[src/rtl/shift_sequencer_pkg.sv]
// Shared definitions for the shift sequencer family: state encodings and
// the bit-counter width helper.
package shift_sequencer_pkg;

  typedef enum logic [1:0] {
    IDLE  = 2'd0,
    SHIFT = 2'd1,
    DONE  = 2'd2
  } state_e;

  // Width of a counter that must hold values 0..width-1 (at least one bit).
  function automatic int cnt_w(input int width);
    return (width < 2) ? 1 : $clog2(width);
  endfunction

endpackage

[src/rtl/shift_sequencer_core.sv]
// Parallel-load / shift-left register. Load has priority over shift; the
// register holds when neither is asserted.
module shift_reg_core #(
  parameter int WIDTH = 4
) (
  input  logic             C,
  input  logic             R,
  input  logic             load,
  input  logic             shift,
  input  logic [WIDTH-1:0] d,
  input  logic             sin,
  output logic [WIDTH-1:0] q
);

  logic [WIDTH-1:0] q_q;

  // Register update: reset, then parallel load, then shift-left with sin into the LSB.
  always_ff @(posedge C) begin
    if (R) begin
      q_q <= '0;
    end else if (load) begin
      q_q <= d;
    end else if (shift) begin
      q_q <= {q_q[WIDTH-2:0], sin};
    end
  end

  assign q = q_q;

endmodule

[src/rtl/shift_sequencer.sv]
// Full-duplex serial engine: accepts a parallel word, shifts it out MSB-first
// one bit per serial handshake while shifting ser_in into the LSB, then
// pulses done with the received word in Q.
module shift_sequencer
  import shift_sequencer_pkg::*;
#(
  parameter int WIDTH = 4
) (
  input  logic             C,
  input  logic             R,
  input  logic             in_valid,
  output logic             in_ready,
  input  logic [WIDTH-1:0] in_data,
  output logic             ser_out,
  output logic             ser_valid,
  input  logic             ser_ready,
  input  logic             ser_in,
  input  logic             abort,
  output logic             busy,
  output logic             done,
  output logic [WIDTH-1:0] Q,
  output logic [WIDTH-1:0] nQ
);

  localparam int CNT_W = cnt_w(WIDTH);

  state_e           state_q;
  state_e           state_d;
  logic [CNT_W-1:0] bit_cnt_q;
  logic [CNT_W-1:0] bit_cnt_d;
  logic             load;
  logic             shift;
  logic [WIDTH-1:0] q_w;

  // Handshake decode: outputs depend only on registered state and reset, so
  // there is no combinational path from any other input to an output.
  assign in_ready  = (state_q == IDLE)  && !R;
  assign ser_valid = (state_q == SHIFT) && !R;
  assign done      = (state_q == DONE)  && !R;
  assign busy      = (state_q != IDLE)  && !R;

  // Abort suppresses the shift, so an aborted final bit leaves Q untouched.
  assign load  = in_valid && in_ready;
  assign shift = ser_valid && ser_ready && !abort;

  // State and bit-counter registers.
  always_ff @(posedge C) begin
    if (R) begin
      state_q   <= IDLE;
      bit_cnt_q <= '0;
    end else begin
      state_q   <= state_d;
      bit_cnt_q <= bit_cnt_d;
    end
  end

  // Next-state and bit-counter logic.
  always_comb begin
    state_d   = state_q;
    bit_cnt_d = bit_cnt_q;
    case (state_q)
      IDLE: begin
        if (load) begin
          bit_cnt_d = CNT_W'(WIDTH - 1);
          state_d   = SHIFT;
        end
      end
      SHIFT: begin
        if (abort) begin
          state_d = IDLE;
        end else if (shift) begin
          if (bit_cnt_q == '0) begin
            state_d = DONE;
          end else begin
            bit_cnt_d = bit_cnt_q - CNT_W'(1);
          end
        end
      end
      DONE: begin
        state_d = IDLE;
      end
      default: begin
        state_d = IDLE;
      end
    endcase
  end

  shift_reg_core #(
    .WIDTH(WIDTH)
  ) u_core (
    .C    (C),
    .R    (R),
    .load (load),
    .shift(shift),
    .d    (in_data),
    .sin  (ser_in),
    .q    (q_w)
  );

  assign Q       = q_w;
  assign nQ      = ~q_w;
  assign ser_out = q_w[WIDTH-1];

endmodule
[config.mk]
export PLATFORM = sky130hd
export DESIGN_NAME = shift_sequencer
export DESIGN_NICKNAME = d
export VERILOG_FILES = /design/src/rtl/shift_sequencer_pkg.sv /design/src/rtl/shift_sequencer_core.sv /design/src/rtl/shift_sequencer.sv
export SDC_FILE = /design/constraint.sdc
export NUM_CORES = 1
export LEC_CHECK = 0
export CAP_MARGIN = 30
export CORE_AREA = 2 2 39 41
export CTS_CLUSTER_SIZE = 12
export DETAILED_ROUTE_END_ITERATION = 12
export DIE_AREA = 0 0 41 43
export HOLD_SLACK_MARGIN = 0.02
export PLACE_DENSITY_LB_ADDON = 0.05
export SLEW_MARGIN = 20
export SYNTH_ARGS = -nofsm -noshare
export SYNTH_HDL_FRONTEND = slang
export SYNTH_HIERARCHICAL = 1
export SYNTH_SLANG_ARGS = --single-unit
[constraint.sdc]
create_clock -name C -period 1.7 [get_ports C]
set_input_delay 0.34 -clock C [delete_from_list [all_inputs] [get_ports C]]
set_output_delay 0.34 -clock C [all_outputs]
set_load 0.005 [all_outputs]
Word level (Yosys, flattened, before mapping)
Index checks and enable logic that the tools add are counted.

$add $sub $neg: 1. Multiply operators: 0. Div/mod/pow operators: 0. $lt $le $gt $ge: 0. Equal/unequal tests: 8. Shift-type cells: 0. Multiplexer cells: 12. Bitwise operators: 1. Reductions and logical operators: 16.

Operators by type and width (count): 2-bit 2-to-1 mux (8); 4-bit 2-to-1 mux (2); 2-bit inequality test, second input constant (4); 2-bit one-hot mux with 2 select lines (2); 1-bit logical AND (7); 2-bit nonzero test (3); 5-bit AND reduction (1); 2-bit zero test (2); 4-bit NOT (1); 3-bit by 2-bit inequality test with 1-bit output, second input constant (1); 3-bit inequality test, second input constant (1); 3-bit AND reduction (1); 2-bit by 1-bit equality test with 1-bit output, second input constant (1); 2-bit equality test, second input constant (1); 1-bit zero test (2); 2-bit by 1-bit subtractor with 2-bit output, second input constant (1).

Register bits: 8. Latch bits: 0. RAM bits: 0. Bits in read-only memories: 0. Input bits: 10. Output and inout port bits: 13. Word-level logic and storage cells: 41. Memories kept: 0.

Longest topological paths before layout
Word-level depth: 7. Gate-level depth with buffers: 5. Depth with buffers taken out: 5.

Cells and area by module
Netlist, hierarchy kept.

By module, submodules not included: shift_sequencer (times used 1, cells an instance 32, area an instance 266.5 µm², sequential area each 80.1 µm²); shift_reg_core (times used 1, cells an instance 18, area an instance 190.2 µm², sequential area each 80.1 µm²).

Worst setup path before layout
OpenSTA, ideal clock, no wires.

Path kind: flip-flop to flip-flop. Start point: register state_q[0]. End point: register u_core.q_q[0] (netlist: u_core/q[0]). Setup time: 0.123 ns. Arrival time: 1.131 ns. Data required time: 1.577 ns. Slack: 0.446 ns. Cell stages (with the launch flop): 6. Path buffers: 1. Clock period less this slack: 1.254 ns. Cells stage by stage: dfxtp_1 -> nand2b_1 -> nor3_1 -> buf_6 -> mux2i_1 -> a211oi_1.

Longest elaborated chain between the ends: 5. Elaborated cells on any way between the ends: 9. Those cells by class: eq/ne: 1; mux: 1; reduce/logical: 7.

Ends and longest elaborated chain: start: declaration (line shift_sequencer.sv:27) `state_e state_q;`; start signal: assignment (line shift_sequencer.sv:52) `state_q <= state_d;`; 2-bit by 1-bit equality test with 1-bit output (line shift_sequencer.sv:38) `assign ser_valid = (state_q == SHIFT) && !R;`; 1-bit logical AND (line shift_sequencer.sv:38); 1-bit logical AND (2 in a row) (line shift_sequencer.sv:44) `assign shift = ser_valid && ser_ready && !abort;`; net shift (line shift_sequencer.sv:32) `logic shift;`; 2-bit nonzero test (no source line); end signal: assignment (line shift_sequencer_core.sv:24) `q_q <= {q_q[WIDTH-2:0], sin};`; end: declaration (line shift_sequencer_core.sv:15) `logic [WIDTH-1:0] q_q;`.

The timed path passes the listed nets, and every way through them passes these cells. A chain may end at the register's enable or synchronous reset.

Worst setup path in the final report
Start point: register state_q[0]. End point: output in_ready.

Longest elaborated chain between the ends: 2.

Ends and longest elaborated chain: 2-bit zero test (line shift_sequencer.sv:37) `assign in_ready = (state_q == IDLE) && !R;`; 1-bit logical AND (line shift_sequencer.sv:37); end: declaration (line shift_sequencer.sv:12) `output logic in_ready,`.

No other way between the ends.

==> impl_results.md <==
- Run status: completed
- Placed Instance Area: 723.2 µm²
- Initial core utilization: 33.00%
- Minimum clock period: roughly 1.7 ns
- RSZ-0062 raised after global routing: no
- Drt first pass iters: 1
- Top cell type's share of synthesized area: roughly a third
- WL final: between 900 and 1000 µm
- Global-route wire length before repair: roughly 1600 µm
- Worst path arrival time: between 1 and 1.5 ns
- Fin util: roughly 54%
- # DRC: 0
- Crit. End Element: output pin
- CP peak stage delay: 0.53 ns
- Initial antenna violation count: 0
- Hold_ws: around 0.48 ns
- Post-DP HPWL: 786.1 µm
- Share of layout cells above drive strength 1: about a fifth
- Die Ht: ~43 µm
- Clk slew on worst S/H paths: 0.06 ns
- Slowest-stage cell, CP: clkdlybuf4s50_1
- Final period utilization: a little over nine tenths
- EDFF count, synth: 0
- Clock buffer depth: 2
- Setup violation total in the final timing report: 0
- WP data required: between 1 and 1.5 ns
- Least-Margin Pin Slew: 0.2440 ns
- Seq/Total Area, Yosys: a little over a third
- Vias: 432
- Crit path buf inv count: 1
- Synth area leader: dfxtp_1
- R2R setup slack: between 0.2 and 0.3 ns
- Sequential cell area: approximately 170 µm²
- Leak Pwr: 0.2914 nW
- GRT overflow: 0
- Startpoint Class: flop
- RR Startpoint: state_q[1]
- Worst rel slew slack: a little over four fifths
- Rows: 14
- ANT nets after route: 0
- R2R Path End: u_core/q[3]
- Post-synth ARST share: 0%
- Clock root cell: clkbuf_4
- Num CTS Buffers: 3
- Final instance area: 749.5 µm²
- Worst Setup EP: in_ready
- Worst Reg-to-Reg Cells: 6
- Distinct cells, synth: 17
- Syn Nets: approximately 60
- Fin. Hold Viols: 0
- CP Cell Sequence: nor3_1, clkdlybuf4s50_1
- Kind of critical path: flop to output pin
- Area Growth Syn to Fin: 64.11%
- Sw frac: between 20% and 30%
- Wirelength per Cell: 10.36 µm
- Clk sink count: 8
- Max-cap violation count: 0
- Max frequency: between 600 and 700 MHz
- Comb pwr share: approximately 27%
- VDD IR max: between 0.3 and 0.4 mV
- Port Buffer Count: 22
- Hold_sp: bit_cnt_q[0]
- Cell count after synthesis: 50
- Post-synth top flop: dfxtp_1
- Core area: roughly 1400 µm²
- Largest net degree at the start of global routing: 8
- Vias in the first global route: between 300 and 400
- Iteration-0 DRC Markers: 0
- Flop pwr share: between 40% and 50%
- Die area: 1763 µm²
- Die width: about 41 µm
- FF+latch count, synth: 8
- Slew Limit Fails: 0
- CTS tree: done
- Fin nets: 92
- Diodes inserted: 0
- Later-pin clock latency in the skew report: 0.25 ns
- Largest cells by area after synthesis: dfxtp_1 (35%), a211oi_1 (13%), mux2i_1 (8.8%)
- Critical path launch point: state_q[0]
- Final GP Congestion: 0.6246
- Synth warn: 6
- Largest delay share family, worst path: buffers and inverters
- Crit path depth: 2
- Internal: about 370 µW
- Most common library cells after synthesis: a211oi_1 (8), dfxtp_1 (8), inv_1 (8)
- Clock power share: between 20 and 30%
- P per Cell Area: about 650 nW/µm²
- Hold WC Path Type: flop to flop
- Multi-input logic area: 245.2 µm²
- Max Clock Skew: 0.004223 ns
- Sw power: ~120 µW
- Ports: 23
- Global Route Usage Sum: between 10% and 20%
- DR vias/cell: 4.547
- Htree depth: 1
- Fill cells: ~150
- Crit Path Max Fanout: 6
- Syn_area_per_cell: roughly 9.1 µm²
- Synthesized cell area: about 460 µm²
[worst min path at each step]
stage / to / slack (ns) / cells past startpoint
6_report: bit_cnt_q[0] / 0.48 / 1
5_1_grt: u_core/q[1] / 0.51 / 3
4_1_cts: bit_cnt_q[0] / 0.47 / 1
3_5_place_dp: bit_cnt_q[0] / 0.45 / 1
3_3_place_gp: bit_cnt_q[0] / 0.46 / 1
2_1_floorplan: u_core/q[0] / 0.41 / 1
[flip-flops by register name, indices dropped and copies added, names as in the netlist]
| register | cells |
|---|---|
| state_q | 2 |
| bit_cnt_q | 2 |
| u_core/q | 4 |
[routing by layer]
metal	share of wire, %	vias to the layer above	global-route usage (%)
met5	0	-	0
met4	0	0	6.000
met3	9.6	0	3.141
met2	47	19	21.25
met1	43	180	15.21
li1	-	233	-
[power by group through the flow]
stage	sequential (mW)	combinational, mW	clock [mW]
global route	0.218	0.147	0.160
CTS	0.216	0.135	0.151
finish	0.215	0.132	0.142
floorplan	0.217	0.0563	0
detailed placement	0.219	0.135	0
global placement	0.219	0.134	0
[stage by stage]
| stage | power, mW | std cells | setup slack (ns) | setup TNS [ns] |
|---|---|---|---|---|
| 2_1_floorplan | 0.2736 | 50 | 0.4461 | 0 |
| 3_3_place_gp | 0.3532 | 92 | -0.2821 | -1.898 |
| 3_5_place_dp | 0.3539 | 92 | -0.2701 | -1.974 |
| 4_1_cts | 0.5018 | 95 | 0.01034 | 0 |
| 5_1_grt | 0.5250 | 95 | 0.003153 | 0 |
| 6_report | 0.4890 | 95 | 0.04438 | 0 |
[layout by cell type, fill, tap and decap left out]
cell type	netlist	layout
clkdlybuf4s50_1	0	20
inv_1	8	8
a211oi_1	8	8
buf_4	2	7
dfxtp_1	8	6
mux2i_1	4	4
nor2b_1	4	4
nor2_1	3	3
nor3_1	3	3
clkbuf_4	0	3
nand2b_1	2	2
nor3b_2	0	1
nor4b_4	1	1
and4bb_1	1	1
nor4_1	1	1
a21oi_1	1	1
a21o_2	1	1
ha_1	1	1
clkbuf_2	0	1
dlygate4sd2_1	0	1
dfxtp_4	0	1
dfxtp_2	0	1
[cell type report]
cell class	count	share of cell area (%)
Multi-Input combinational cell	31	32.72
Sequential cell	8	22.04
Timing Repair Buffer	29	35.56
Clock buffer	3	3.005
Tap cell	16	2.671
Inverter	8	4.007
[logic make-up (layout without fill, tap and decap cells)]
| group | after synthesis | count (layout) | synth area share (%) |
|---|---|---|---|
| simple gates | 16 | 16 | 24.93 |
| buf+inv | 11 | 40 | 12.33 |
| compound gates | 10 | 10 | 16.16 |
| flops | 8 | 8 | 35.07 |
| mux | 4 | 4 | 8.767 |
| fa+ha+maj | 1 | 1 | 2.739 |
[what timing repair did]
item / CTS / global route
endpoints found under the setup margin: 4 / 3
gates resized for setup: 5 / 3
pin swaps: 1 / 0
hold buffers: 0 / 0
setup buffers: 0 / 0
endpoints found under the hold margin: 0 / 0
No activity file was read; power rests on OpenSTA's default activity.
